[config.mk]
export PLATFORM = sky130hd
export DESIGN_NAME = kmer_stream_hash_ctrl
export DESIGN_NICKNAME = d
export VERILOG_FILES = /design/src/rtl/kmer_stream_hash_ctrl.sv
export SDC_FILE = /design/constraint.sdc
export NUM_CORES = 1
export LEC_CHECK = 0
export BUFFER_PORTS_ARGS = -buffer_cell sky130_fd_sc_hd__buf_2
export CAP_MARGIN = 20
export CORE_ASPECT_RATIO = 2
export CORE_MARGIN = 8
export CORE_UTILIZATION = 43
export DETAILED_ROUTE_END_ITERATION = 8
export HOLD_SLACK_MARGIN = 0.12
export PLACE_DENSITY = 0.66
export SLEW_MARGIN = 10
export SYNTH_ARGS = -nofsm -noshare
export SYNTH_HDL_FRONTEND = slang
export SYNTH_SLANG_ARGS = --single-unit
[constraint.sdc]
create_clock -name clk -period 4.5 [get_ports clk]
set_input_delay 0.9 -clock clk [delete_from_list [all_inputs] [get_ports clk]]
set_output_delay 0.9 -clock clk [all_outputs]
set_load 0.02 [all_outputs]
[src/rtl/kmer_stream_hash_ctrl.sv]
// kmer_stream_hash_ctrl
//
// Sequencer around a base-4 k-mer rolling hash. Accepts an ASCII DNA
// character stream (valid/ready), keeps a 2-bit-per-base window of the last
// K valid bases and emits one hash per complete K-base window together with
// the index of the window's first base. Non-ACGT characters restart the
// window and are counted. Output hashes are held until downstream takes them.
//
// Optional feature macro: KMER_MATCH_EN
//   When defined, adds target_hash input and match output; match is
//   registered alongside each hash and is high iff hash_out == target_hash.
//
// Ports:
//   clk          system clock
//   rst          asynchronous reset, active-high
//   start        begin a new sequence (only honoured while idle)
//   char_valid   char_in is valid
//   char_in      ASCII base
//   char_last    final character of the sequence (qualified by accept)
//   char_ready   controller can accept a character this cycle
//   hash_valid   hash_out / hash_pos valid
//   hash_ready   downstream accepts the hash
//   hash_out     window hash, bits [2K-1:0] used, upper bits zero
//   hash_pos     index of the first base of the window
//   skip_cnt     non-ACGT characters seen in this sequence (saturating)
//   busy         controller is not idle
//   done         single-cycle pulse when the sequence has fully drained
//   target_hash  (KMER_MATCH_EN) hash to compare against
//   match        (KMER_MATCH_EN) current hash equals target_hash

module kmer_stream_hash_ctrl #(
  parameter int K      = 4,
  parameter int HASH_W = 32,
  parameter int POS_W  = 16
) (
  input  logic              clk,
  input  logic              rst,
  input  logic              start,
  input  logic              char_valid,
  input  logic [7:0]        char_in,
  input  logic              char_last,
  output logic              char_ready,
  output logic              hash_valid,
  input  logic              hash_ready,
  output logic [HASH_W-1:0] hash_out,
  output logic [POS_W-1:0]  hash_pos,
  output logic [POS_W-1:0]  skip_cnt,
  output logic              busy,
  output logic              done
`ifdef KMER_MATCH_EN
  ,
  input  logic [HASH_W-1:0] target_hash,
  output logic              match
`endif
);

  localparam int WIN_W  = 2 * K;
  localparam int FILL_W = 5;

  typedef enum logic [1:0] {IDLE, RUN, DRAIN} state_t;

  state_t             state, state_next;
  logic [WIN_W-1:0]   win;
  logic [FILL_W-1:0]  fill;
  logic [POS_W-1:0]   idx;

  logic               code_valid;
  logic [1:0]         code;
  logic               accept;
  logic               seq_start;
  logic [WIN_W-1:0]   win_next;
  logic [FILL_W-1:0]  fill_inc;
  logic               hash_load;

  // Map ASCII bases onto their 2-bit codes; anything else breaks the window.
  always_comb begin
    code_valid = 1'b1;
    code       = 2'd0;
    case (char_in)
      8'd65:   code = 2'd0;
      8'd84:   code = 2'd1;
      8'd67:   code = 2'd2;
      8'd71:   code = 2'd3;
      default: code_valid = 1'b0;
    endcase
  end

  // Shifting inside a WIN_W-wide expression drops the oldest base for free.
  assign accept    = char_valid & char_ready;
  assign seq_start = (state == IDLE) & start;
  assign win_next  = (win << 2) | WIN_W'(code);
  assign fill_inc  = fill + 1'b1;
  assign hash_load = accept & code_valid & (fill_inc >= FILL_W'(K));

  // State register.
  always_ff @(posedge clk or posedge rst) begin
    if (rst) state <= IDLE;
    else     state <= state_next;
  end

  // Next-state logic: DRAIN waits for the final hash to be taken.
  always_comb begin
    state_next = state;
    case (state)
      IDLE:    if (start) state_next = RUN;
      RUN:     if (accept && char_last) state_next = DRAIN;
      DRAIN:   if (!hash_valid) state_next = IDLE;
      default: state_next = IDLE;
    endcase
  end

  // Outputs: a new char is only taken if the output slot is free or
  // being emptied this cycle, which keeps full throughput under ready=1.
  always_comb begin
    char_ready = (state == RUN) & (~hash_valid | hash_ready);
    busy       = (state != IDLE);
    done       = (state == DRAIN) & ~hash_valid;
  end

  // Window, counters and the output hash slot.
  always_ff @(posedge clk or posedge rst) begin
    if (rst) begin
      win        <= '0;
      fill       <= '0;
      idx        <= '0;
      skip_cnt   <= '0;
      hash_valid <= 1'b0;
      hash_out   <= '0;
      hash_pos   <= '0;
    end else if (seq_start) begin
      win        <= '0;
      fill       <= '0;
      idx        <= '0;
      skip_cnt   <= '0;
      hash_valid <= 1'b0;
      hash_out   <= '0;
      hash_pos   <= '0;
    end else begin
      if (accept) begin
        idx <= idx + 1'b1;
        if (code_valid) begin
          win  <= win_next;
          fill <= (fill_inc >= FILL_W'(K)) ? FILL_W'(K) : fill_inc;
        end else begin
          win  <= '0;
          fill <= '0;
          if (skip_cnt != {POS_W{1'b1}}) skip_cnt <= skip_cnt + 1'b1;
        end
      end
      if (hash_load) begin
        hash_valid <= 1'b1;
        hash_out   <= HASH_W'(win_next);
        hash_pos   <= idx - POS_W'(K - 1);
      end else if (hash_ready) begin
        hash_valid <= 1'b0;
      end
    end
  end

`ifdef KMER_MATCH_EN
  // Compare result travels with the hash it belongs to.
  always_ff @(posedge clk or posedge rst) begin
    if (rst) begin
      match <= 1'b0;
    end else if (seq_start) begin
      match <= 1'b0;
    end else if (hash_load) begin
      match <= (HASH_W'(win_next) == target_hash);
    end else if (hash_ready) begin
      match <= 1'b0;
    end
  end
`endif

endmodule

# Word-level counts from Yosys, hierarchy flattened
# Cells that the tools add are included.
[op_classes]
n_addsub = 4
eq_ne = 11
n_reduce_logical = 10
order_cmp = 1
n_shift = 0
mux = 26
n_mul = 0
div = 0
n_bitwise = 9
[op_table]
columns = ["operator", "n"]
rows = [
  ["$mux W16", 8],
  ["$mux W32", 2],
  ["$add A16 B1 Y16 const B", 2],
  ["$eq A8 B7 Y1 const B", 4],
  ["$mux W5", 4],
  ["$mux W6", 3],
  ["$ne A16 B16 Y1 const B", 1],
  ["$sub A16 B2 Y16 const B", 1],
  ["$pmux W2 S3", 2],
  ["$or A8 B2 Y8", 1],
  ["$reduce_bool A2 Y1", 4],
  ["$and A1 B1 Y1", 6],
  ["$mux W2", 3],
  ["$ne A2 B2 Y1 const B", 3],
  ["$reduce_and A3 Y1", 2],
  ["$add A5 B1 Y5 const B", 1],
  ["$ge A5 B3 Y1 const B", 1],
  ["$mux W1", 4],
  ["$reduce_or A4 Y1", 1],
  ["$reduce_bool A3 Y1", 1],
  ["$eq A2 B1 Y1 const B", 1],
  ["$eq A2 B2 Y1 const B", 1],
  ["$logic_not A2 Y1", 1],
  ["$ne A2 B1 Y1 const B", 1],
  ["other kinds (3)", 3],
]
[word_totals]
mem_bits_ro = 0
mem_count = 0
reg_bits = 94
latch_bits = 0
out_inout_bits = 68
in_bits = 14
ramBits = 0

# Longest topological paths before layout
[depth]
word_depth = 8
depth_mapped = 7

# Worst setup path after synthesis
# Ideal clock, no wire load.
[synth_path]
path_type = "input to register"
startpoint = "input port char_in[3]"
endpoint = "register hash_out[3]"
setup_ns = 0.076
n_path_buf = 1
t_arrival_ns = 2.141
cell_stages = 5
path_slack_ns = 2.283
cell_sequence = "or4b_4 -> nor3_4 -> buf_6 -> nand3_1 -> o21ai_1"
[synth_via]
elab_chain_len = 6
[synth_lines]
columns = ["item", "line", "source"]
rows = [
  ["start, declared", "40", "input logic [7:0] char_in,"],
  ["$eq A8 B7 Y1", "79", "case (char_in)"],
  ["$reduce_or A4 Y1 (no source line) *", "--", ""],
  ["$mux W1 *", "79", ""],
  ["$and A1 B1 Y1 * (2 in series)", "93", "assign hash_load = accept & code_valid & (fill_inc >= FILL_W'(K));"],
  ["$reduce_bool A2 Y1 (no source line) *", "--", ""],
  ["end signal, assigned", "152", "hash_out <= HASH_W'(win_next);"],
  ["end, declared", "45", "output logic [HASH_W-1:0] hash_out,"],
]
# Mark *: on every way between the ends. The rest lies on a longest branch, timed or not.
# A chain may end at the register's enable or synchronous reset.

# Worst setup path in the final report
[layout_path]
startpoint = "input port hash_ready"
endpoint = "register hash_pos[0]"
[layout_via]
elab_chain_len = 6
[layout_lines]
columns = ["item", "line", "source"]
rows = [
  ["start, declared", "44", "input logic hash_ready,"],
  ["$or A1 B1 Y1", "115", "char_ready = (state == RUN) & (~hash_valid | hash_ready);"],
  ["$and A1 B1 Y1", "115", ""],
  ["$and A1 B1 Y1", "89", "assign accept = char_valid & char_ready;"],
  ["$and A1 B1 Y1 (2 in series)", "93", ""],
  ["$reduce_bool A2 Y1 (no source line)", "--", ""],
  ["end signal, assigned", "153", "hash_pos <= idx - POS_W'(K - 1);"],
  ["end, declared", "46", "output logic [POS_W-1:0] hash_pos,"],
]
# Every way passes these cells.

==> results.toml <==
[worst_setup_path]
end_kind = "flip-flop"
reg2reg_depth = 5
reg2reg_slack_ns = 2.16
start_kind = "input pin"
critPathRequiredTime_ns = 4.70
critical_path_class = "in -> reg"
r2r_end = "hash_pos[0]$_DFFE_PP0P_"
startpoint = "hash_ready"
rr_startpoint = "state[1]$_DFFE_PP0P_"
critPathArrivalTime_ns = 2.69
crit_fanout = 19

[clock_tree]
clk_path_buf_depth = 2
cts_tree = "done"
cts_setup_buffers = 0
clock-sinks = 70
cts-buffers-inserted = 9
htreeDepth = 3
post_cts_resized = 0
root_buffer = "clkbuf_16"
cts_hold_repair.buffers = 0
clk_latency_ns = 0.33
path_clk_slew_ns = 0.06

[sta]
timing.fmax_mhz = 403
slew_headroom_pct = 49.2
finalSetupTns_ns = 0
worst_pin_slew_ns = 0.760
skew_ns = 0.00598
fin_crit_sh_pct = 55.2
setup-violations-final = 0
maxSlewViolCount = 0
finalHoldViolCount = 0
period_needed_ns = 2.48
rsz0062_at_grt = "false"

[routing]
avgViaCountPerCell = 5.63
final_antenna_net_count = 0
vias = 3176
wl_per_cell_um = 17.5
drt_wl_total_um = 9850
drtIter0Drc = 163
drt-pass1-iter-count = 4
drc_errors = 0

[yosys]
async_reset_ff_share_pct = 100
syn_area_per_cell_sq_um = 9.52
yosys.area.top_type = "dfrtp_1"
synth_top_area_share_pct = 44.4
synth.distinct_cells = 64
yosys-top-cells-area = "dfrtp_1 (44%), buf_4 (5.0%), nand2_1 (4.6%)"
muxShareOfSynthArea_pct = 4.89
synth_cells = 414
ys_seq_area_share_pct = 44.4
synth_adder_area_share_pct = 1.27
ys.flop_type = "dfrtp_1"
synth_top_family_by_area = "simple AND/OR/NAND/NOR gates"
synth_simple_gate_area_share_pct = 23.4
syn-cell-area_sq_um = 3940
synth-edff-count = 0
synth-xor-area-share_pct = 5.56
ys_ff_latch = 70
yosysWarningCount = 0
synth_compound_area_share_pct = 11.6

[power]
total_power_uw = 1750
p_sw_share_pct = 30.4
ir_worst_vdd_v = 0.000247
p_clk_share_pct = 39.1
power_switching_uw = 530
power_density_nw_per_um2 = 393
power_frac_seq_pct = 40.0
pwr-share-comb_pct = 20.8
cell_internal_pwr_uw = 1220
p_leak_uw = 0.00217

[die]
io_pins = 82
rows = 49
die_area_sq_um = 12700
dieHeight_um = 151
start_util_pct = 44.0
die_w_um = 83.7
core-area_sq_um = 8950

[run_status]
status = "finished, final reports clean"

[final_layout]
antennaDiodeCount = 0
fin_nets = 476
drive_gt1_share_pct = 20.3
fin_area_sq_um = 4440
syn2layout_area_growth_pct = 12.7
utilization_pct = 49.6

[grt]
grt_most_used_layer = "met2"
grt_util_met1_pct = 16.0
grt_max_degree = 42
gr-total-overflow = 0
grt_pass1_wl_um = 16800
grt_util_all_layers_pct = 16.2
grt_pass1_vias = 3341
use_met2_pct = 29.5
antenna_found_initial = 0
grt_use_met3_pct = 4.90

[min_path]
hold_path_end = "state[0]$_DFFE_PP0P_"
min_delay_path_depth = 1
hold_path.class = "reg -> reg"
min-delay-start = "state[1]$_DFFE_PP0P_"

[place]
placed_cell_area_sq_um = 4160
gp_congestion = 0.881
io_buffers = 57
dp_hpwl_um = 7210

[flow_run]
drv_cap = 0
-- layout make-up --
| class | instances | area (sq um) |
|---|---|---|
| clock buffer | 15 | 288 |
| fill | 851 | 4510 |
| inverter | 10 | 37.5 |
| sequential | 70 | 1750 |
| timing repair buffer | 60 | 308 |
| tap | 102 | 128 |
| multi-input combinational | 307 | 1930 |
-- synthesized netlist by cell type, drive strengths merged, types with 8 or more instances --
library cell and instances:
nor3 13, inv 10, nand3 25, nand4 8, nand2 49, dfrtp 70
mux2i 17, buf 35, o21ai 21, xor2 9, xnor2 16, nor2 31
a21oi 17, clkbuf 15
-- routing by layer --
metal | up-vias | wire [um]
met4 | 0 | 276
met1 | 1563 | 3630
met5 | - | 0
li1 | 1492 | -
met3 | 19 | 548
met2 | 102 | 5400
-- worst max-delay path, stage by stage --
cell	delay, ns
buf_2	0.07
nand2b_1	0.18
nand3_1	0.43
nor3_4	0.79
nand2_4	0.15
mux2i_1	0.16
-- sequential cells by signal, summed over array words and instances (netlist names) --
register,flops
hash_out,8
hash_pos,16
skip_cnt,16
fill,5
win,6
idx,16
hash_valid,1
state,2
-- cell usage in the layout (no fill, tap or decap), drive strengths merged, types with 4 or more instances in the layout --
cell type,count
xor2,9
xnor2,16
conb,24
nor4,5
nor2,31
nand2b,6
and3,7
nand3,25
a21oi,17
nor3,13
nand2,49
dfrtp,70
buf,60
a22oi,5
inv,10
ha,4
o21ai,21
nand4,8
mux2i,17
clkbuf,15
-- per-stage QoR --
stage | setup WS, ns | cells | hold slack [ns]
finish | 2.02 | 564 | 0.505
global placement | 1.75 | 549 | 0.483
detailed placement | 1.67 | 549 | 0.493
global route | 1.78 | 564 | 0.533
CTS | 2.02 | 564 | 0.503
floorplan | 1.83 | 437 | 0.453
-- kinds of logic (layout without fill, tap and decap cells) --
kind of cell / after synthesis / in the layout
other: 1 / 24
AOI/OAI and AO/OA: 68 / 68
adders and majority gates: 4 / 4
xor gates and xnor gates: 25 / 25
DFF: 70 / 70
and+or+nand+nor: 167 / 167
buffers and inverters: 60 / 85
muxes: 19 / 19
-- worst max-delay path by stage --
stage	depth (start not counted)	slack (ns)	to
after floorplan	1	1.83	fill[0]$_DFFE_PP0P_
after global placement	6	1.75	hash_pos[0]$_DFFE_PP0P_
after detailed placement	6	1.67	hash_out[0]$_DFFE_PP0P_
after global routing	6	1.78	hash_pos[0]$_DFFE_PP0P_
final	6	2.02	hash_pos[0]$_DFFE_PP0P_
after CTS	6	2.02	hash_pos[0]$_DFFE_PP0P_
-- power by group through the flow --
| stage | Clock [uW] | Sequential (uW) | Combinational (uW) |
|---|---|---|---|
| final | 683 | 699 | 363 |
| after floorplan | 0 | 701 | 299 |
| after global placement | 0 | 709 | 362 |
| after CTS | 693 | 699 | 367 |
| after global routing | 723 | 705 | 404 |
| after detailed placement | 0 | 710 | 364 |
No activity file was read; power rests on OpenSTA's default activity.
